[config.mk]
export PLATFORM = sky130hd
export DESIGN_NAME = mul_reg_acc_flat
export DESIGN_NICKNAME = d
export VERILOG_FILES = /design/src/rtl/mul_reg_acc_if.sv /design/src/rtl/mul_reg_acc.sv /design/src/flat_wrapper.sv
export SDC_FILE = /design/constraint.sdc
export NUM_CORES = 1
export LEC_CHECK = 0
export ABC_AREA = 1
export CORE_AREA = 4 4 112 114
export DETAILED_ROUTE_END_ITERATION = 10
export DIE_AREA = 0 0 116 118
export DONT_BUFFER_PORTS = 1
export HOLD_SLACK_MARGIN = 0.06
export PLACE_DENSITY = 0.67
export SYNTH_ARGS = -nofsm -noshare
export SYNTH_HDL_FRONTEND = slang
export SYNTH_SLANG_ARGS = --single-unit
[constraint.sdc]
create_clock -name clk_i -period 2.5 [get_ports clk_i]
set_input_delay 0.25 -clock clk_i [delete_from_list [all_inputs] [get_ports clk_i]]
set_output_delay 0.25 -clock clk_i [all_outputs]
set_load 0.005 [all_outputs]
[src/rtl/mul_reg_acc_if.sv]
// Bus interface for mul_reg_acc: write port, RD_PORTS read ports and status flags.
// The DUT attaches through the slave modport; whoever drives it uses the master modport.
interface mul_reg_acc_if #(
    parameter int W        = 16,
    parameter int AW       = 2,
    parameter int N        = 3,
    parameter int RD_PORTS = 2
);
    logic                   mreg_clr_i;
    logic                   mreg_wr_en_i;
    logic                   mreg_acc_i;
    logic [AW-1:0]          mreg_wr_addrs_i;
    logic signed [W-1:0]    wr_data_i;
    logic [RD_PORTS-1:0]    mreg_rd_en_i;
    logic [RD_PORTS*AW-1:0] mreg_rd_addrs_i;
    logic [RD_PORTS*W-1:0]  rd_data_o;
    logic [RD_PORTS-1:0]    rd_valid_o;
    logic [N-1:0]           written_o;
    logic                   ovf_o;

    modport master (
        output mreg_clr_i, mreg_wr_en_i, mreg_acc_i, mreg_wr_addrs_i, wr_data_i,
               mreg_rd_en_i, mreg_rd_addrs_i,
        input  rd_data_o, rd_valid_o, written_o, ovf_o
    );

    modport slave (
        input  mreg_clr_i, mreg_wr_en_i, mreg_acc_i, mreg_wr_addrs_i, wr_data_i,
               mreg_rd_en_i, mreg_rd_addrs_i,
        output rd_data_o, rd_valid_o, written_o, ovf_o
    );
endinterface

[src/rtl/mul_reg_acc.sv]
// Multi-read-port Q(I.F) register file with accumulate-on-write, registered reads and sticky overflow.
// Define MREG_SAT_EN to saturate accumulate overflow instead of wrapping modulo 2^W.
module mul_reg_acc #(
    parameter int I_WIDTH     = 8,
    parameter int F_WIDTH     = 8,
    parameter int N           = 3,
    parameter int ADDRS_WIDTH = $clog2(N),
    parameter int RD_PORTS    = 2
) (
    input  logic clk_i,
    input  logic mreg_rst_i,
    mul_reg_acc_if.slave bus
);
    localparam int W  = I_WIDTH + F_WIDTH;
    localparam int AW = ADDRS_WIDTH;

    logic [W-1:0]        mem_q      [N];
    logic [W-1:0]        mem_d      [N];
    logic [W-1:0]        rd_data_q  [RD_PORTS];
    logic [W-1:0]        rd_data_d  [RD_PORTS];
    logic [RD_PORTS-1:0] rd_valid_q, rd_valid_d;
    logic [N-1:0]        written_q, written_d;
    logic                ovf_q, ovf_d;

    logic                wr_hit;
    logic [W-1:0]        wr_old;
    logic [W:0]          acc_sum;
    logic                acc_ovf;
    logic [W-1:0]        acc_val;

    function automatic logic addr_ok(input logic [AW-1:0] a);
        return int'(a) < N;
    endfunction

    // Accumulate datapath: sign-extended W+1-bit sum, overflow when the top two bits disagree.
    always_comb begin
        wr_hit = bus.mreg_wr_en_i && addr_ok(bus.mreg_wr_addrs_i);
        wr_old = '0;
        for (int i = 0; i < N; i++) begin
            if (int'(bus.mreg_wr_addrs_i) == i) begin
                wr_old = mem_q[i];
            end
        end
        acc_sum = {wr_old[W-1], wr_old} + {bus.wr_data_i[W-1], bus.wr_data_i};
        acc_ovf = acc_sum[W] != acc_sum[W-1];
`ifdef MREG_SAT_EN
        if (acc_ovf) begin
            acc_val = acc_sum[W] ? {1'b1, {(W-1){1'b0}}} : {1'b0, {(W-1){1'b1}}};
        end else begin
            acc_val = acc_sum[W-1:0];
        end
`else
        acc_val = acc_sum[W-1:0];
`endif
    end

    // Next-state for entries and flags; clear has priority and drops the same-cycle write.
    always_comb begin
        for (int i = 0; i < N; i++) begin
            mem_d[i] = mem_q[i];
        end
        written_d = written_q;
        ovf_d     = ovf_q;
        if (bus.mreg_clr_i) begin
            for (int i = 0; i < N; i++) begin
                mem_d[i] = '0;
            end
            written_d = '0;
            ovf_d     = 1'b0;
        end else if (wr_hit) begin
            for (int i = 0; i < N; i++) begin
                if (int'(bus.mreg_wr_addrs_i) == i) begin
                    mem_d[i]     = bus.mreg_acc_i ? acc_val : bus.wr_data_i;
                    written_d[i] = 1'b1;
                end
            end
            if (bus.mreg_acc_i && acc_ovf) begin
                ovf_d = 1'b1;
            end
        end
    end

    // Reads look at mem_d so a read colliding with a write returns the post-write value.
    always_comb begin
        for (int k = 0; k < RD_PORTS; k++) begin
            rd_data_d[k]  = rd_data_q[k];
            rd_valid_d[k] = 1'b0;
            if (bus.mreg_clr_i) begin
                rd_data_d[k] = '0;
            end else if (bus.mreg_rd_en_i[k]) begin
                rd_valid_d[k] = 1'b1;
                rd_data_d[k]  = '0;
                for (int i = 0; i < N; i++) begin
                    if (int'(bus.mreg_rd_addrs_i[k*AW +: AW]) == i) begin
                        rd_data_d[k] = mem_d[i];
                    end
                end
            end
        end
    end

    always_ff @(posedge clk_i or posedge mreg_rst_i) begin
        if (mreg_rst_i) begin
            for (int i = 0; i < N; i++) begin
                mem_q[i] <= '0;
            end
            for (int k = 0; k < RD_PORTS; k++) begin
                rd_data_q[k] <= '0;
            end
            rd_valid_q <= '0;
            written_q  <= '0;
            ovf_q      <= 1'b0;
        end else begin
            for (int i = 0; i < N; i++) begin
                mem_q[i] <= mem_d[i];
            end
            for (int k = 0; k < RD_PORTS; k++) begin
                rd_data_q[k] <= rd_data_d[k];
            end
            rd_valid_q <= rd_valid_d;
            written_q  <= written_d;
            ovf_q      <= ovf_d;
        end
    end

    for (genvar k = 0; k < RD_PORTS; k++) begin : g_rd_out
        assign bus.rd_data_o[k*W +: W] = rd_data_q[k];
    end
    assign bus.rd_valid_o = rd_valid_q;
    assign bus.written_o  = written_q;
    assign bus.ovf_o      = ovf_q;
endmodule
[src/flat_wrapper.sv]
// flat-port wrapper written by rule: the top's interface ports become plain ports
module mul_reg_acc_flat 
#(
    parameter int I_WIDTH     = 8,
    parameter int F_WIDTH     = 8,
    parameter int N           = 3,
    parameter int ADDRS_WIDTH = $clog2(N),
    parameter int RD_PORTS    = 2
)
  (clk_i, mreg_rst_i, bus_mreg_clr_i, bus_mreg_wr_en_i, bus_mreg_acc_i, bus_mreg_wr_addrs_i, bus_wr_data_i, bus_mreg_rd_en_i, bus_mreg_rd_addrs_i, bus_rd_data_o, bus_rd_valid_o, bus_written_o, bus_ovf_o);
  mul_reg_acc_if #(.N(N), .RD_PORTS(RD_PORTS)) bus_i ();
  input  logic clk_i;
  input  logic mreg_rst_i;
  input wire logic [$bits(bus_i.mreg_clr_i)-1:0] bus_mreg_clr_i;
  input wire logic [$bits(bus_i.mreg_wr_en_i)-1:0] bus_mreg_wr_en_i;
  input wire logic [$bits(bus_i.mreg_acc_i)-1:0] bus_mreg_acc_i;
  input wire logic [$bits(bus_i.mreg_wr_addrs_i)-1:0] bus_mreg_wr_addrs_i;
  input wire logic [$bits(bus_i.wr_data_i)-1:0] bus_wr_data_i;
  input wire logic [$bits(bus_i.mreg_rd_en_i)-1:0] bus_mreg_rd_en_i;
  input wire logic [$bits(bus_i.mreg_rd_addrs_i)-1:0] bus_mreg_rd_addrs_i;
  output wire logic [$bits(bus_i.rd_data_o)-1:0] bus_rd_data_o;
  output wire logic [$bits(bus_i.rd_valid_o)-1:0] bus_rd_valid_o;
  output wire logic [$bits(bus_i.written_o)-1:0] bus_written_o;
  output wire logic [$bits(bus_i.ovf_o)-1:0] bus_ovf_o;
  assign bus_i.mreg_clr_i = bus_mreg_clr_i;
  assign bus_i.mreg_wr_en_i = bus_mreg_wr_en_i;
  assign bus_i.mreg_acc_i = bus_mreg_acc_i;
  assign bus_i.mreg_wr_addrs_i = bus_mreg_wr_addrs_i;
  assign bus_i.wr_data_i = bus_wr_data_i;
  assign bus_i.mreg_rd_en_i = bus_mreg_rd_en_i;
  assign bus_i.mreg_rd_addrs_i = bus_mreg_rd_addrs_i;
  assign bus_rd_data_o = bus_i.rd_data_o;
  assign bus_rd_valid_o = bus_i.rd_valid_o;
  assign bus_written_o = bus_i.written_o;
  assign bus_ovf_o = bus_i.ovf_o;
  mul_reg_acc #(.I_WIDTH(I_WIDTH), .F_WIDTH(F_WIDTH), .N(N), .ADDRS_WIDTH(ADDRS_WIDTH), .RD_PORTS(RD_PORTS)) u_core (.clk_i(clk_i), .mreg_rst_i(mreg_rst_i), .bus(bus_i));
endmodule
## Yosys cells after proc, flatten, opt, wreduce, memory -nomap -nowiden

Index checks and enable logic that the tools add are counted.

- Register bits after elaboration: 86
- Bits of input ports: 29
- Output and inout bits: 38
- Word-level logic and storage cells: 66

- $add $sub $neg: 1
- Order comparisons: 1
- Equality and inequality tests: 7
- Mux-type cells: 31
- Reduce and logical (&&, ||, !) cells: 16

Operators by type and width:

| kind | number |
|---|---|
| 2-to-1 mux 16 bit | 17 |
| 2-to-1 mux 48 bit | 2 |
| adder 16 x 16 -> 17 bit | 1 |
| nonzero test 2 bit | 7 |
| == test 2 bit, second input constant | 6 |
| 2-to-1 mux 1 bit | 10 |
| AND reduction 2 bit | 4 |
| zero test 2 bit | 3 |
| 2-to-1 mux 3 bit | 2 |
| logical AND 1 bit | 2 |
| less-than comparator 2 bit, second input constant | 1 |
| != test 1 bit | 1 |

## Longest topological paths before layout

- Word-level depth: 14
- Mapped depth: 22
- Gate-level depth less buffers: 22

## Least setup slack after synthesis

OpenSTA, ideal clock, no wires.

- Path kind: input port to flip-flop
- From: input port bus_mreg_wr_addrs_i[1]
- To: register u_core.rd_data_q, in the netlist u_core.bus.rd_data_o[4]
- Library setup time: 124 ps
- Arrival: 2,386 ps
- Data required time: 2,376 ps
- Path slack: -11 ps
- Stages: 15
- Buffers on the path: 0
- Cell sequence: inv_2 > nand2_1 > o221ai_1 > ha_1 > inv_1 > fa_1 > inv_1 > nand3_1 > nand3_1 > xnor2_1 > o21ai_2 > o21ai_0 > o21ai_0 > o211ai_1 > nand2_1

- Cells in the longest elaborated chain, start to end: 14
- Elaborated cells between the ends (all ways): 20
- Classes of those cells: add/sub (1); order compare (1); eq/ne (2); mux (14); reduce/logical (2)

Ends and longest elaborated chain:

| what | RTL line | RTL |
|---|---|---|
| start, declared | flat_wrapper.sv:17 | `input wire logic [$bits(bus_i.mreg_wr_addrs_i)-1:0] bus_mreg_wr_addrs_i;` |
| zero test 2 bit | mul_reg_acc.sv:40, mul_reg_acc.sv:72 |  |
| 2-to-1 mux 16 bit (3 in series) | mul_reg_acc.sv:40 | `if (int'(bus.mreg_wr_addrs_i) == i) begin` |
| adder 16 x 16 -> 17 bit | mul_reg_acc.sv:44 | `acc_sum = {wr_old[W-1], wr_old} + {bus.wr_data_i[W-1], bus.wr_data_i};` |
| 2-to-1 mux 16 bit | mul_reg_acc.sv:73 | `mem_d[i] = bus.mreg_acc_i ? acc_val : bus.wr_data_i;` |
| 2-to-1 mux 16 bit | mul_reg_acc.sv:72 | `if (int'(bus.mreg_wr_addrs_i) == i) begin` |
| 2-to-1 mux 48 bit (*) | mul_reg_acc.sv:70 | `end else if (wr_hit) begin` |
| 2-to-1 mux 48 bit (*) | mul_reg_acc.sv:64 | `if (bus.mreg_clr_i) begin` |
| 2-to-1 mux 16 bit (2 in series) | mul_reg_acc.sv:94 | `if (int'(bus.mreg_rd_addrs_i[k*AW +: AW]) == i) begin` |
| 2-to-1 mux 16 bit (*) | mul_reg_acc.sv:94 |  |
| 2-to-1 mux 16 bit (*) | mul_reg_acc.sv:90 | `end else if (bus.mreg_rd_en_i[k]) begin` |
| 2-to-1 mux 16 bit (*) | mul_reg_acc.sv:88 | `if (bus.mreg_clr_i) begin` |
| end signal, assigned by index | mul_reg_acc.sv:118 | `rd_data_q[k] <= rd_data_d[k];` |
| end, declared | mul_reg_acc.sv:19 | `logic [W-1:0] rd_data_q [RD_PORTS];` |

Every way passes the cells marked *; elsewhere a longest branch is shown, timed or not. The select of a mux whose other input is x is not followed.
A chain may end at the register's enable or synchronous reset.

==> impl_table.tex <==
\begin{tabular}{lr}
\hline
Metric & Value \\
\hline
\multicolumn{2}{l}{\textbf{STA}} \\
\quad Relative slew slack & 46.5\% \\
\quad Setup Skew & 0.00679 ns \\
\quad Number of failing hold endpoints at the final stage & 0 \\
\quad Final hold slack & 0.0964 ns \\
\quad Setup ws final & 0.0725 ns \\
\quad Final number of setup-violating endpoints & 0 \\
\quad Unrepaired setup endpoints after global routing & yes \\
\quad Setup TNS after final layout & 0 ns \\
\quad Share of the clock period used by the worst path after layout & 97.1\% \\
\quad Final critical-path required period & 2.43 ns \\
\quad Worst Max-Slew Pin Slew & 0.801 ns \\
\quad Max Transition Viols Final & 0 \\
\quad F\_max & 412 MHz \\
\multicolumn{2}{l}{\textbf{Floorplan}} \\
\quad Num ports & 67 \\
\quad Initial core utilization & 49.9\% \\
\quad Die extent in x & 116 um \\
\quad Die footprint & 13700 um\^{}2 \\
\quad Row count & 39 \\
\quad Core Footprint & 11400 um\^{}2 \\
\quad Height of the die & 118 um \\
\multicolumn{2}{l}{\textbf{Pwr}} \\
\quad Net Sw Frac & 31.4\% \\
\quad Reported net switching power & 1.13 mW \\
\quad Relative contribution of combinational cells to total power & 24.9\% \\
\quad Power Dens Cells & 513 nW/um\^{}2 \\
\quad Maximum ir drop on the vdd rail & 0.000425 V \\
\quad Total power & 3.62 mW \\
\quad Relative contribution of the clock network to total power & 33.4\% \\
\quad Internal cell power & 2.48 mW \\
\quad Seq pwr share & 41.7\% \\
\quad Leak & 3.75 nW \\
\multicolumn{2}{l}{\textbf{Synth}} \\
\quad Warnings, synthesis & 0 \\
\quad Share of synthesized registers carrying an async set or reset & 100\% \\
\quad Number of flops mapped to enable cells by yosys & 0 \\
\quad Count of distinct cell types in the synthesized netlist & 41 \\
\quad Portion of the post-synthesis area used by sequential elements & 37.8\% \\
\quad FF+latch count, synth & 86 \\
\quad Post-synthesis instance area & 5690 um\^{}2 \\
\quad Most common flop cell mapped by yosys & dfrtp\_1 \\
\quad Synthesized area divided by synthesized cell count & 7.00 um\^{}2 \\
\quad Syn Inst Count & 814 \\
\quad Syn\_nets & 864 \\
\multicolumn{2}{l}{\textbf{Clocking}} \\
\quad Max Root-Sink Buffers & 2 \\
\quad Number of clock buffers inserted by TritonCTS & 9 \\
\quad CTS tree & done \\
\quad Buffer cell driving the clock tree root & clkbuf\_16 \\
\quad Worst skew pair latency & 0.34 ns \\
\quad Clock net sink count & 86 \\
\quad Clk slew on worst S/H paths & 0.06 ns \\
\quad H-tree levels & 3 \\
\multicolumn{2}{l}{\textbf{Placed design}} \\
\quad Worst setup timing slack at the placement stage & -0.298 ns \\
\quad Routability congestion estimate & 0.965 \\
\quad Number of I/O port buffers & 0 \\
\quad Post-Place Cell Area & 6150 um\^{}2 \\
\quad Placed wire-length estimate & 13.5 mm \\
\quad Cell total after placement & 977 \\
\multicolumn{2}{l}{\textbf{Detailed routing}} \\
\quad Number of nets with antenna violations after detailed routing & 0 \\
\quad Total number of vias & 5800 \\
\quad Wire length after detailed routing & 19.0 mm \\
\quad Routed WL per cell & 19.0 um \\
\quad Post-detailed-route DRC marker count & 0 \\
\quad Iteration-0 DRC count of the detailed router & 641 \\
\quad Vias per cell & 5.80 \\
\quad Pre-antenna DRT Iters & 5 \\
\multicolumn{2}{l}{\textbf{Setup path}} \\
\quad CP endpoint kind & flop \\
\quad Worst path required time & 2.73 ns \\
\quad Critical path startpoint category & flop \\
\quad Worst reg-to-reg path cell count & 20 \\
\quad Top fanout value on the critical path & 3 \\
\quad Crit Path Category & reg2reg \\
\quad Endpoint arrival time on the critical path & 2.66 ns \\
\multicolumn{2}{l}{\textbf{Global routing}} \\
\quad Initial antenna violation count & 0 \\
\quad Met3 global-route usage & 7.20\% \\
\quad GRT Overall Usage & 27.0\% \\
\quad Grt met2 use & 39.2\% \\
\quad Number of global-route vias before repair & 5398 \\
\quad Maximum number of pins on one net before global-route repair & 46 \\
\quad Met1 capacity usage during global routing & 39.2\% \\
\quad Highest-utilization routing layer at the global route stage & met1 \\
\quad Leftover overflow at the end of global routing & 0 \\
\quad First-pass GRT wire length & 29.0 mm \\
\multicolumn{2}{l}{\textbf{Final layout}} \\
\quad \# diodes & 0 \\
\quad Fillers & 1035 \\
\quad Final non-filler cell area & 7050 um\^{}2 \\
\quad Final Non-Filler Cells & 1000 \\
\quad Area growth from synthesis to final layout & 23.8\% \\
\quad Total Nets Final & 904 \\
\quad Final cell utilization of the core & 61.7\% \\
\quad Fraction of layout instances using a drive strength above 1 & 25.1\% \\
\multicolumn{2}{l}{\textbf{Worst hold path}} \\
\quad Worst hold path type & in2reg \\
\quad Cell count of the worst hold path & 3 \\
\multicolumn{2}{l}{\textbf{Run}} \\
\quad Max-cap check violation count & 0 \\
\multicolumn{2}{l}{\textbf{Outcome}} \\
\quad Status & completed \\
\hline
\end{tabular}
final cells by class:
cell class / instances / area (um^2) / area share [%]
Multi-Input combinational cell: 557 / 3450 / 48.9
Sequential cell: 86 / 2150 / 30.5
Inverter: 142 / 537 / 7.62
Timing Repair Buffer: 58 / 478 / 6.78
Clock buffer: 12 / 246 / 3.50
Tap cell: 143 / 179 / 2.54
Clock inverter: 2 / 10.0 / 0.142
synth_stat cells, drive strengths merged (2+ instances only):
cell	count	share of area, %
a211oi	2	0.35
a21oi	73	6.4
a221oi	5	0.88
a32o	2	0.35
buf	11	1.1
clkbuf	18	1.2
clkinv	2	0.13
dfrtp	86	38
ha	20	4.4
inv	140	9.3
nand2	240	16
nand3	88	8.3
nor2	34	2.7
nor3	2	0.18
o211ai	10	1.4
o21a	18	2.4
o21ai	41	3.8
o221ai	9	1.4
o22ai	2	0.22
xnor2	2	0.31
xor2	4	0.62
worst max-delay path: stages, from the launching register on:
cell and delay, ns:
dfrtp_1 0.34, inv_2 0.05, o221ai_2 0.17, ha_2 0.22, inv_2 0.04, fa_2 0.37
inv_2 0.07, buf_4 0.10, nand2_2 0.07, nand3_4 0.10, nand2_2 0.07, nand2_1 0.06
nand2_1 0.08, nand3_4 0.10, nand3_2 0.07, nand2_2 0.10, inv_1 0.05, nand2_1 0.06
nand3_1 0.06, nand2_1 0.10, nand2_1 0.05
state kept, by name (all words and copies together) (netlist names):
name	cells
u_core.mem_q	48
u_core.bus.written_o	3
u_core.bus.rd_data_o	32
u_core.bus.ovf_o	1
u_core.bus.rd_valid_o	2
layout by cell type, fill, tap and decap left out, types with 13 or more instances in the layout:
| cell | instances |
|---|---|
| nand2_1 | 191 |
| inv_1 | 125 |
| dfrtp_1 | 86 |
| nand3_1 | 61 |
| a21oi_1 | 57 |
| buf_4 | 53 |
| nand2_2 | 44 |
| nor2_1 | 30 |
| nand3_2 | 21 |
| o21ai_1 | 20 |
| o21a_1 | 18 |
| a21oi_2 | 16 |
| o21ai_0 | 14 |
| inv_2 | 13 |
| ha_1 | 13 |
path summary, 6_finish.rpt:
kind,startpoint,end,slack (ns)
max,u_core.mem_q[16],u_core.bus.rd_data_o[10],0.07
min reg2reg,u_core.bus.rd_data_o[24],u_core.bus.rd_data_o[24],0.51
max in group asynchronous,mreg_rst_i,u_core.mem_q[4],1.25
max reg2reg,u_core.mem_q[16],u_core.bus.rd_data_o[10],0.07
min in group asynchronous,mreg_rst_i,u_core.mem_q[47],0.50
min,bus_mreg_clr_i,u_core.mem_q[36],0.1
power by group through the flow:
stage                     clock, mW  sequential, mW  combinational (mW)
after floorplan                   0            1.52               0.503
after global placement            0            1.53               0.714
after detailed placement          0            1.53               0.728
after CTS                      1.21            1.51               0.744
after global routing           1.27            1.51               0.986
final                          1.21            1.51               0.902
cells by family (layout without fill, tap and decap cells):
family | count (synthesis) | after routing | share of synthesized area (%)
flip-flops | 86 | 86 | 37.8
XOR/XNOR | 6 | 6 | 0.923
AND/OR/NAND/NOR | 366 | 366 | 27.3
adder cells (fa/ha/maj) | 21 | 21 | 4.75
buffers and inverters | 171 | 214 | 11.7
AO/OA/AOI/OAI | 164 | 164 | 17.5
repair_timing:
item	4_1_cts	5_1_grt
endpoints found under the hold margin	45	0
gates resized for setup	9	143
buffers inserted	1	6
endpoints found under the setup margin	23	36
pin swaps	5	44
hold buffers	2	0
routing by layer:
metal | vias to the layer above | share of wire, %
met3 | 35 | 11
met4 | 0 | 2.1
met2 | 341 | 44
met5 | - | 0
li1 | 2692 | -
met1 | 2732 | 42
(Power assumes the default switching activity.)
